## src/rtl/fxp_pkg.sv

```systemverilog
// Shared sign-magnitude fixed-point types, FSM states and the saturating adder.
// Latency: none (types, constants and one combinational function).
// Backpressure: n/a.
package fxp_pkg;

    localparam int BITSIZE = 16;
    localparam int FRAC    = BITSIZE - 5;

    typedef logic [BITSIZE-1:0] sm_word_t;

    localparam logic [BITSIZE-2:0] SM_MAX_MAG = '1;

    typedef enum logic [1:0] {
        ST_IDLE  = 2'd0,
        ST_RUN   = 2'd1,
        ST_DRAIN = 2'd2,
        ST_DONE  = 2'd3
    } state_t;

    typedef struct packed {
        logic     ovf;
        sm_word_t word;
    } sm_add_t;

    // Sign-magnitude add. Equal signs add magnitudes and clamp to the largest
    // magnitude on carry-out (flagging ovf). Opposite signs subtract the smaller
    // magnitude from the larger and keep the larger's sign. Zero is always +0.
    function automatic sm_add_t sm_add_sat(input sm_word_t a, input sm_word_t b);
        sm_add_t               r;
        logic [BITSIZE-1:0]    sum;
        logic [BITSIZE-2:0]    ma;
        logic [BITSIZE-2:0]    mb;
        logic [BITSIZE-2:0]    mr;
        logic                  sr;
        ma    = a[BITSIZE-2:0];
        mb    = b[BITSIZE-2:0];
        sum   = '0;
        r.ovf = 1'b0;
        if (a[BITSIZE-1] == b[BITSIZE-1]) begin
            sum = {1'b0, ma} + {1'b0, mb};
            sr  = a[BITSIZE-1];
            if (sum[BITSIZE-1]) begin
                mr    = SM_MAX_MAG;
                r.ovf = 1'b1;
            end else begin
                mr = sum[BITSIZE-2:0];
            end
        end else if (ma >= mb) begin
            mr = ma - mb;
            sr = a[BITSIZE-1];
        end else begin
            mr = mb - ma;
            sr = b[BITSIZE-1];
        end
        if (mr == '0) begin
            sr = 1'b0;
        end
        r.word = {sr, mr};
        return r;
    endfunction

endpackage

```

## src/rtl/mac_sequencer_if.sv

```systemverilog
// Control, operand-stream and result handshakes of the MAC sequencer.
// Latency: none (wiring only).
// Backpressure: in_valid/in_ready on operands, out_valid/out_ready on the result.
interface mac_sequencer_if #(
    parameter int BITSIZE = 16,
    parameter int LEN_W   = 8
);
    logic               start;
    logic [LEN_W-1:0]   len;
    logic               busy;
    logic               in_valid;
    logic               in_ready;
    logic [BITSIZE-1:0] in_a;
    logic [BITSIZE-1:0] in_b;
    logic               out_valid;
    logic               out_ready;
    logic [BITSIZE-1:0] out_data;
    logic               out_ovf;

    modport master (
        output start, len, in_valid, in_a, in_b, out_ready,
        input  busy, in_ready, out_valid, out_data, out_ovf
    );

    modport slave (
        input  start, len, in_valid, in_a, in_b, out_ready,
        output busy, in_ready, out_valid, out_data, out_ovf
    );
endinterface

```

## src/rtl/mac_sequencer_mult.sv

```systemverilog
// Combinational sign-magnitude fixed-point multiply (FRAC = BITSIZE-5 fraction bits).
// Latency: 0 cycles.
// Backpressure: none; high product bits are silently dropped.
module fixed_point_multiply #(
    parameter int BITSIZE = 16
) (
    input  logic [BITSIZE-1:0] a,
    input  logic [BITSIZE-1:0] b,
    output logic [BITSIZE-1:0] y
);
    localparam int FRAC = BITSIZE - 5;
    localparam int MW   = BITSIZE - 1;

    logic [2*MW-1:0] full;
    logic            unused_bits;

    // Full-width magnitude product, then keep the window aligned to FRAC.
    assign full        = {{MW{1'b0}}, a[MW-1:0]} * {{MW{1'b0}}, b[MW-1:0]};
    assign y           = {a[MW] ^ b[MW], full[FRAC +: MW]};
    assign unused_bits = ^{full[2*MW-1:FRAC+MW], full[FRAC-1:0]};

endmodule

```

## src/rtl/mac_sequencer.sv

```systemverilog
// Sequenced MAC: streams LEN operand pairs through one multiplier into a saturating accumulator.
// Latency: result valid 2 cycles after the last accepted pair (1 cycle after start when len=0).
// Backpressure: in_ready only in RUN (independent of in_valid); result held in DONE until out_ready.
module mac_sequencer #(
    parameter int BITSIZE = 16,
    parameter int LEN_W   = 8
) (
    input  logic            clk,
    input  logic            rst_n,
    mac_sequencer_if.slave  bus
);
    import fxp_pkg::*;

    state_t             state_q, state_d;
    logic [LEN_W-1:0]   cnt_q, cnt_d;
    logic [LEN_W-1:0]   len_q, len_d;
    logic [BITSIZE-1:0] acc_q, acc_d;
    logic               ovf_q, ovf_d;
    logic [BITSIZE-1:0] p_reg_q, p_reg_d;
    logic               p_v_q, p_v_d;
    logic               out_valid_q, out_valid_d;

    logic               busy;
    logic               in_ready;
    logic               accept;
    logic               last_pair;
    logic               start_take;
    logic [BITSIZE-1:0] prod;
    sm_add_t            add_res;

    fixed_point_multiply #(
        .BITSIZE (BITSIZE)
    ) u_mult (
        .a (bus.in_a),
        .b (bus.in_b),
        .y (prod)
    );

    assign accept     = in_ready && bus.in_valid;
    assign last_pair  = (cnt_q == len_q - 1'b1);
    assign start_take = (state_q == ST_IDLE) && bus.start;
    assign add_res    = sm_add_sat(acc_q, p_reg_q);

    // State register; everything returns to IDLE on reset.
    always_ff @(posedge clk or negedge rst_n) begin
        if (!rst_n) begin
            state_q     <= ST_IDLE;
            out_valid_q <= 1'b0;
        end else begin
            state_q     <= state_d;
            out_valid_q <= out_valid_d;
        end
    end

    // Next-state logic; an empty job skips straight to DONE.
    always_comb begin
        state_d = state_q;
        case (state_q)
            ST_IDLE: begin
                if (bus.start) begin
                    state_d = (bus.len == '0) ? ST_DONE : ST_RUN;
                end
            end
            ST_RUN: begin
                if (accept && last_pair) begin
                    state_d = ST_DRAIN;
                end
            end
            ST_DRAIN: state_d = ST_DONE;
            ST_DONE: begin
                if (bus.out_ready) begin
                    state_d = ST_IDLE;
                end
            end
            default: state_d = ST_IDLE;
        endcase
        out_valid_d = (state_d == ST_DONE);
    end

    // Output decode from the registered state.
    always_comb begin
        busy     = (state_q != ST_IDLE);
        in_ready = (state_q == ST_RUN);
    end

    assign bus.busy      = busy;
    assign bus.in_ready  = in_ready;
    assign bus.out_valid = out_valid_q;
    assign bus.out_data  = acc_q;
    assign bus.out_ovf   = ovf_q;

    // Datapath next values: job setup, product capture, accumulate of the prior product.
    always_comb begin
        cnt_d   = cnt_q;
        len_d   = len_q;
        acc_d   = acc_q;
        ovf_d   = ovf_q;
        p_reg_d = p_reg_q;
        p_v_d   = accept;
        if (start_take) begin
            cnt_d = '0;
            len_d = bus.len;
            acc_d = '0;
            ovf_d = 1'b0;
        end else begin
            if (p_v_q) begin
                acc_d = add_res.word;
                ovf_d = ovf_q | add_res.ovf;
            end
            if (accept) begin
                cnt_d   = cnt_q + 1'b1;
                p_reg_d = prod;
            end
        end
    end

    // Datapath registers; the accumulator doubles as the held result in DONE.
    always_ff @(posedge clk or negedge rst_n) begin
        if (!rst_n) begin
            cnt_q   <= '0;
            len_q   <= '0;
            acc_q   <= '0;
            ovf_q   <= 1'b0;
            p_reg_q <= '0;
            p_v_q   <= 1'b0;
        end else begin
            cnt_q   <= cnt_d;
            len_q   <= len_d;
            acc_q   <= acc_d;
            ovf_q   <= ovf_d;
            p_reg_q <= p_reg_d;
            p_v_q   <= p_v_d;
        end
    end

endmodule

```

## src/flat_wrapper.sv

```systemverilog
// flat-port wrapper written by rule: the top's interface ports become plain ports
module mac_sequencer_flat import fxp_pkg::*;
#(
    parameter int BITSIZE = 16,
    parameter int LEN_W   = 8
)
  (clk, rst_n, bus_start, bus_len, bus_in_valid, bus_in_a, bus_in_b, bus_out_ready, bus_busy, bus_in_ready, bus_out_valid, bus_out_data, bus_out_ovf);
  mac_sequencer_if #(.BITSIZE(BITSIZE), .LEN_W(LEN_W)) bus_i ();
  input  logic clk;
  input  logic rst_n;
  input wire logic [$bits(bus_i.start)-1:0] bus_start;
  input wire logic [$bits(bus_i.len)-1:0] bus_len;
  input wire logic [$bits(bus_i.in_valid)-1:0] bus_in_valid;
  input wire logic [$bits(bus_i.in_a)-1:0] bus_in_a;
  input wire logic [$bits(bus_i.in_b)-1:0] bus_in_b;
  input wire logic [$bits(bus_i.out_ready)-1:0] bus_out_ready;
  output wire logic [$bits(bus_i.busy)-1:0] bus_busy;
  output wire logic [$bits(bus_i.in_ready)-1:0] bus_in_ready;
  output wire logic [$bits(bus_i.out_valid)-1:0] bus_out_valid;
  output wire logic [$bits(bus_i.out_data)-1:0] bus_out_data;
  output wire logic [$bits(bus_i.out_ovf)-1:0] bus_out_ovf;
  assign bus_i.start = bus_start;
  assign bus_i.len = bus_len;
  assign bus_i.in_valid = bus_in_valid;
  assign bus_i.in_a = bus_in_a;
  assign bus_i.in_b = bus_in_b;
  assign bus_i.out_ready = bus_out_ready;
  assign bus_busy = bus_i.busy;
  assign bus_in_ready = bus_i.in_ready;
  assign bus_out_valid = bus_i.out_valid;
  assign bus_out_data = bus_i.out_data;
  assign bus_out_ovf = bus_i.out_ovf;
  mac_sequencer #(.BITSIZE(BITSIZE), .LEN_W(LEN_W)) u_core (.clk(clk), .rst_n(rst_n), .bus(bus_i));
endmodule
```

## config.mk

```make
export PLATFORM = sky130hd
export DESIGN_NAME = mac_sequencer_flat
export DESIGN_NICKNAME = d
export VERILOG_FILES = /design/src/rtl/fxp_pkg.sv /design/src/rtl/mac_sequencer_if.sv /design/src/rtl/mac_sequencer_mult.sv /design/src/rtl/mac_sequencer.sv /design/src/flat_wrapper.sv
export SDC_FILE = /design/constraint.sdc
export NUM_CORES = 1
export LEC_CHECK = 0
export CAP_MARGIN = 10
export CORE_MARGIN = 1.5
export CORE_UTILIZATION = 40
export CTS_BUF_LIST = sky130_fd_sc_hd__clkbuf_4
export CTS_CLUSTER_DIAMETER = 200
export CTS_CLUSTER_SIZE = 28
export DETAILED_ROUTE_END_ITERATION = 12
export GPL_TIMING_DRIVEN = 1
export PLACE_DENSITY = 0.63
export SETUP_SLACK_MARGIN = 0.05
export SYNTH_ARGS = -nofsm -noshare
export SYNTH_HDL_FRONTEND = slang
export SYNTH_SLANG_ARGS = --single-unit
```

## constraint.sdc

```tcl
create_clock -name clk -period 4.85 [get_ports clk]
set_input_delay 1.2125 -clock clk [delete_from_list [all_inputs] [get_ports clk]]
set_output_delay 1.2125 -clock clk [all_outputs]
set_load 0.02 [all_outputs]
```

==> qor.yml <==
outcome: "finished, violations left"
violations: "negative setup slack"
max_stage_delay_ps: 540
io_buffer_count: 64
rsz0062_at_grt: "yes"
drt_iter0_drc: 428
hpwl_um: 23660
met1Wirelength_um: 13360
timing.final.ws_setup_ps: -1360
synth-simple-area-share: 0.1776
synth-edff-count: 0
cp.buffers_inverters: 7
ys_seq_area_frac: 0.1167
drv_slew: 0
die_w_um: 171.5
crit_family: "adder cells"
synth_compound_area_frac: 0.1281
cp.required_ps: 5160
vias: 9346
max-slew-margin-rel: 0.2811
multi_input_area_mm2: 0.009035
clk_pin_slew_ps: 200
synth_most_common_cell: "inv_1"
numCtsBuffers: 5
startpoint_type: "input port"
muxShareOfSynthArea: 0.01905
synthCells: 1325
drive_above_1_share: 0.1854
post-route-min-period_ps: 6210
cp-startpoint: "bus_in_b[3]"
wirelength_um: 29130
synth_xor_area_frac: 0.03315
route.met3.wl_um: 1234
yosysTopAreaCell: "fa_1"
synth_top_area_frac: 0.2890
critical_path_arrival_ps: 6520
synth_seq_cells: 53
gp_congestion: 0.9390
cts.path.max_buffers: 2
crit_path_top_delay_cell: "fa_1"
syn_area_mm2: 0.01136
async_flop_share: 1.000
grt_pass1_wl_um: 47810
fin_nets: 1802
setup_viol: 15
vias_per_cell: 5.033
wl_met2_um: 13960
crit_type: "input port to flip-flop"
placed_cells: 1817
syn_nets: 1650
top_layer_used: "met4"
crit_path_max_fanout: 7
die-area_mm2: 0.02942
postSynthAreaPerCell_um2: 8.574
worstMarginPinSlew_ps: 1075
rr_startpoint: "u_core.bus.out_data[1]"
ys_top_cells_by_area: "fa_1 29%, ha_1 13%, dfrtp_1 12%"
synthAdderAreaFrac: 0.4167
wl_per_cell_um: 15.69
tritoncts: "done"
fillers: 2676
cts_sinks: 53
track_usage: 0.2045
hold_violations: 0
synthTopCellsByCount: "263 x inv_1, 164 x fa_1, 135 x and2_1, 134 x nand2_1, 116 x ha_1"
dr.pass1.iters: 6
ys_types: 66
skew_ps: 25.99
drv_cap: 0
h-tree-depth: 2
syn_to_final_growth_pct: 19.68
synth_top_family_by_area: "adder cells"
overflow: 0
end_kind: "flip-flop"
timing.final.crit_share: 1.280
clockRootBuffer: "clkbuf_4"
regArea_mm2: 0.001326
drt_drc_violations_left: 0
insertion_delay_ps: 420
die_h_um: 171.5
crit_path_frequent_cell: "fa_1"
rows: 61
ys_warn_count: 0
drtAntennaViolNets: 0
synth_ff_type: "dfrtp_1"
io_pins: 65
hold_start: "u_core.bus.out_ovf"
fin_cells: 1857
fmax_mhz: 161.0
path_cells: "buf_6 > buf_6 > and2_4 > fa_1 > inv_2 > fa_1 > inv_2 > fa_1 > fa_1 > fa_1 > inv_2 > fa_1 > inv_2 > ha_4 > a21o_1 > a21o_1 > a21oi_2 > inv_2 > a21oi_2 > o21ai_2 > a211o_1 > o31ai_2 > xnor2_1 > o21ai_1"
grt_max_degree: 54
antenna_found_initial: 1
hold_path_class: "flip-flop to flip-flop"
coreArea_mm2: 0.02786
grt_pass1_vias: 9561
start_util: 0.4078
[worst register-to-register path: cells and delay by family, from the launching register on]
| family | cells | cell delay [ps] |
|---|---|---|
| AO/OA/AOI/OAI | 6 | 2160 |
| AND/OR/NAND/NOR | 4 | 850 |
| flip-flops | 1 | 550 |
| adder cells (fa/ha/maj) | 1 | 400 |
| buffers and inverters | 1 | 170 |
[cell families after synthesis]
group	after synthesis
and+or+nand+nor	396
buffers and inverters	324
adders and majority gates	280
AOI/OAI and AO/OA	209
DFF	53
xor gates and xnor gates	43
muxes	20
[sequential cells by signal, summed over array words and instances (netlist names)]
register,count
u_core.p_v_q,1
u_core.bus.out_data,16
u_core.bus.out_valid,1
u_core.state_q,2
u_core.len_q,8
u_core.p_reg_q,16
u_core.cnt_q,8
u_core.bus.out_ovf,1
[area by class of cell]
type	instances	share of cell area
inverter	263	0.07261
antenna	1	0.0001840
clock buffer	5	0.002761
multi-input combinational	948	0.6645
sequential	53	0.09754
tap	378	0.03478
clock inverter	3	0.001932
timing repair buffer	206	0.1257
[repair_timing]
item | in CTS | in global routing
gates cloned | 4 | 0
buffers inserted | 26 | 4
setup endpoints to repair | 15 | 15
pin swaps | 41 | 19
gates resized for setup | 142 | 51
hold buffers | 0 | 0
[stage by stage]
step	TNS, ps	util	hold WS [ps]	setup WS, ps	cell area, um2
global route	-19660	0.4881	556.2	-1555	13600
global placement	-28790	0.4719	473.3	-2148	13150
CTS	-17130	0.4855	534.7	-1383	13520
floorplan	-19020	-	479.7	-1573	11490
detailed placement	-30930	0.4719	493.4	-2317	13150
finish	-16910	0.4881	534.8	-1360	13600
[routing by layer]
layer	up-vias	track usage
li1	4497	-
met2	233	0.3573
met5	-	0
met1	4580	0.2731
met3	36	0.01749
met4	0	0.04920
[worst paths after layout]
check / slack, ps / cells after the start / end
max in group asynchronous: 3500 / 2 / u_core.cnt_q[3]
hold reg to reg: 530 / 2 / u_core.bus.out_ovf
hold / removal: 530 / 2 / u_core.bus.out_ovf
min in group asynchronous: 880 / 2 / u_core.bus.out_data[12]
setup / recovery: -1360 / 24 / u_core.p_reg_q[14]
setup reg to reg: 640 / 12 / u_core.bus.out_data[15]
[placed cells by master (no fill, tap or decap), types with 15 or more instances in the layout]
cell type / synthesis / routed
and2_1: 135 / 123
fa_1: 164 / 155
inv_2: 0 / 18
nor2_1: 57 / 56
buf_6: 1 / 25
a21o_1: 15 / 15
clkdlybuf4s50_1: 0 / 33
buf_4: 2 / 121
inv_1: 263 / 245
ha_1: 116 / 110
a21oi_1: 51 / 42
buf_2: 2 / 15
nand2_1: 134 / 130
xor2_1: 16 / 16
o21ai_0: 41 / 32
dfrtp_1: 53 / 53
xnor2_1: 27 / 23
Power is left out: the tool's default activity adds up to more than one toggle a clock period on the data nets, which glitch-free logic cannot reach.
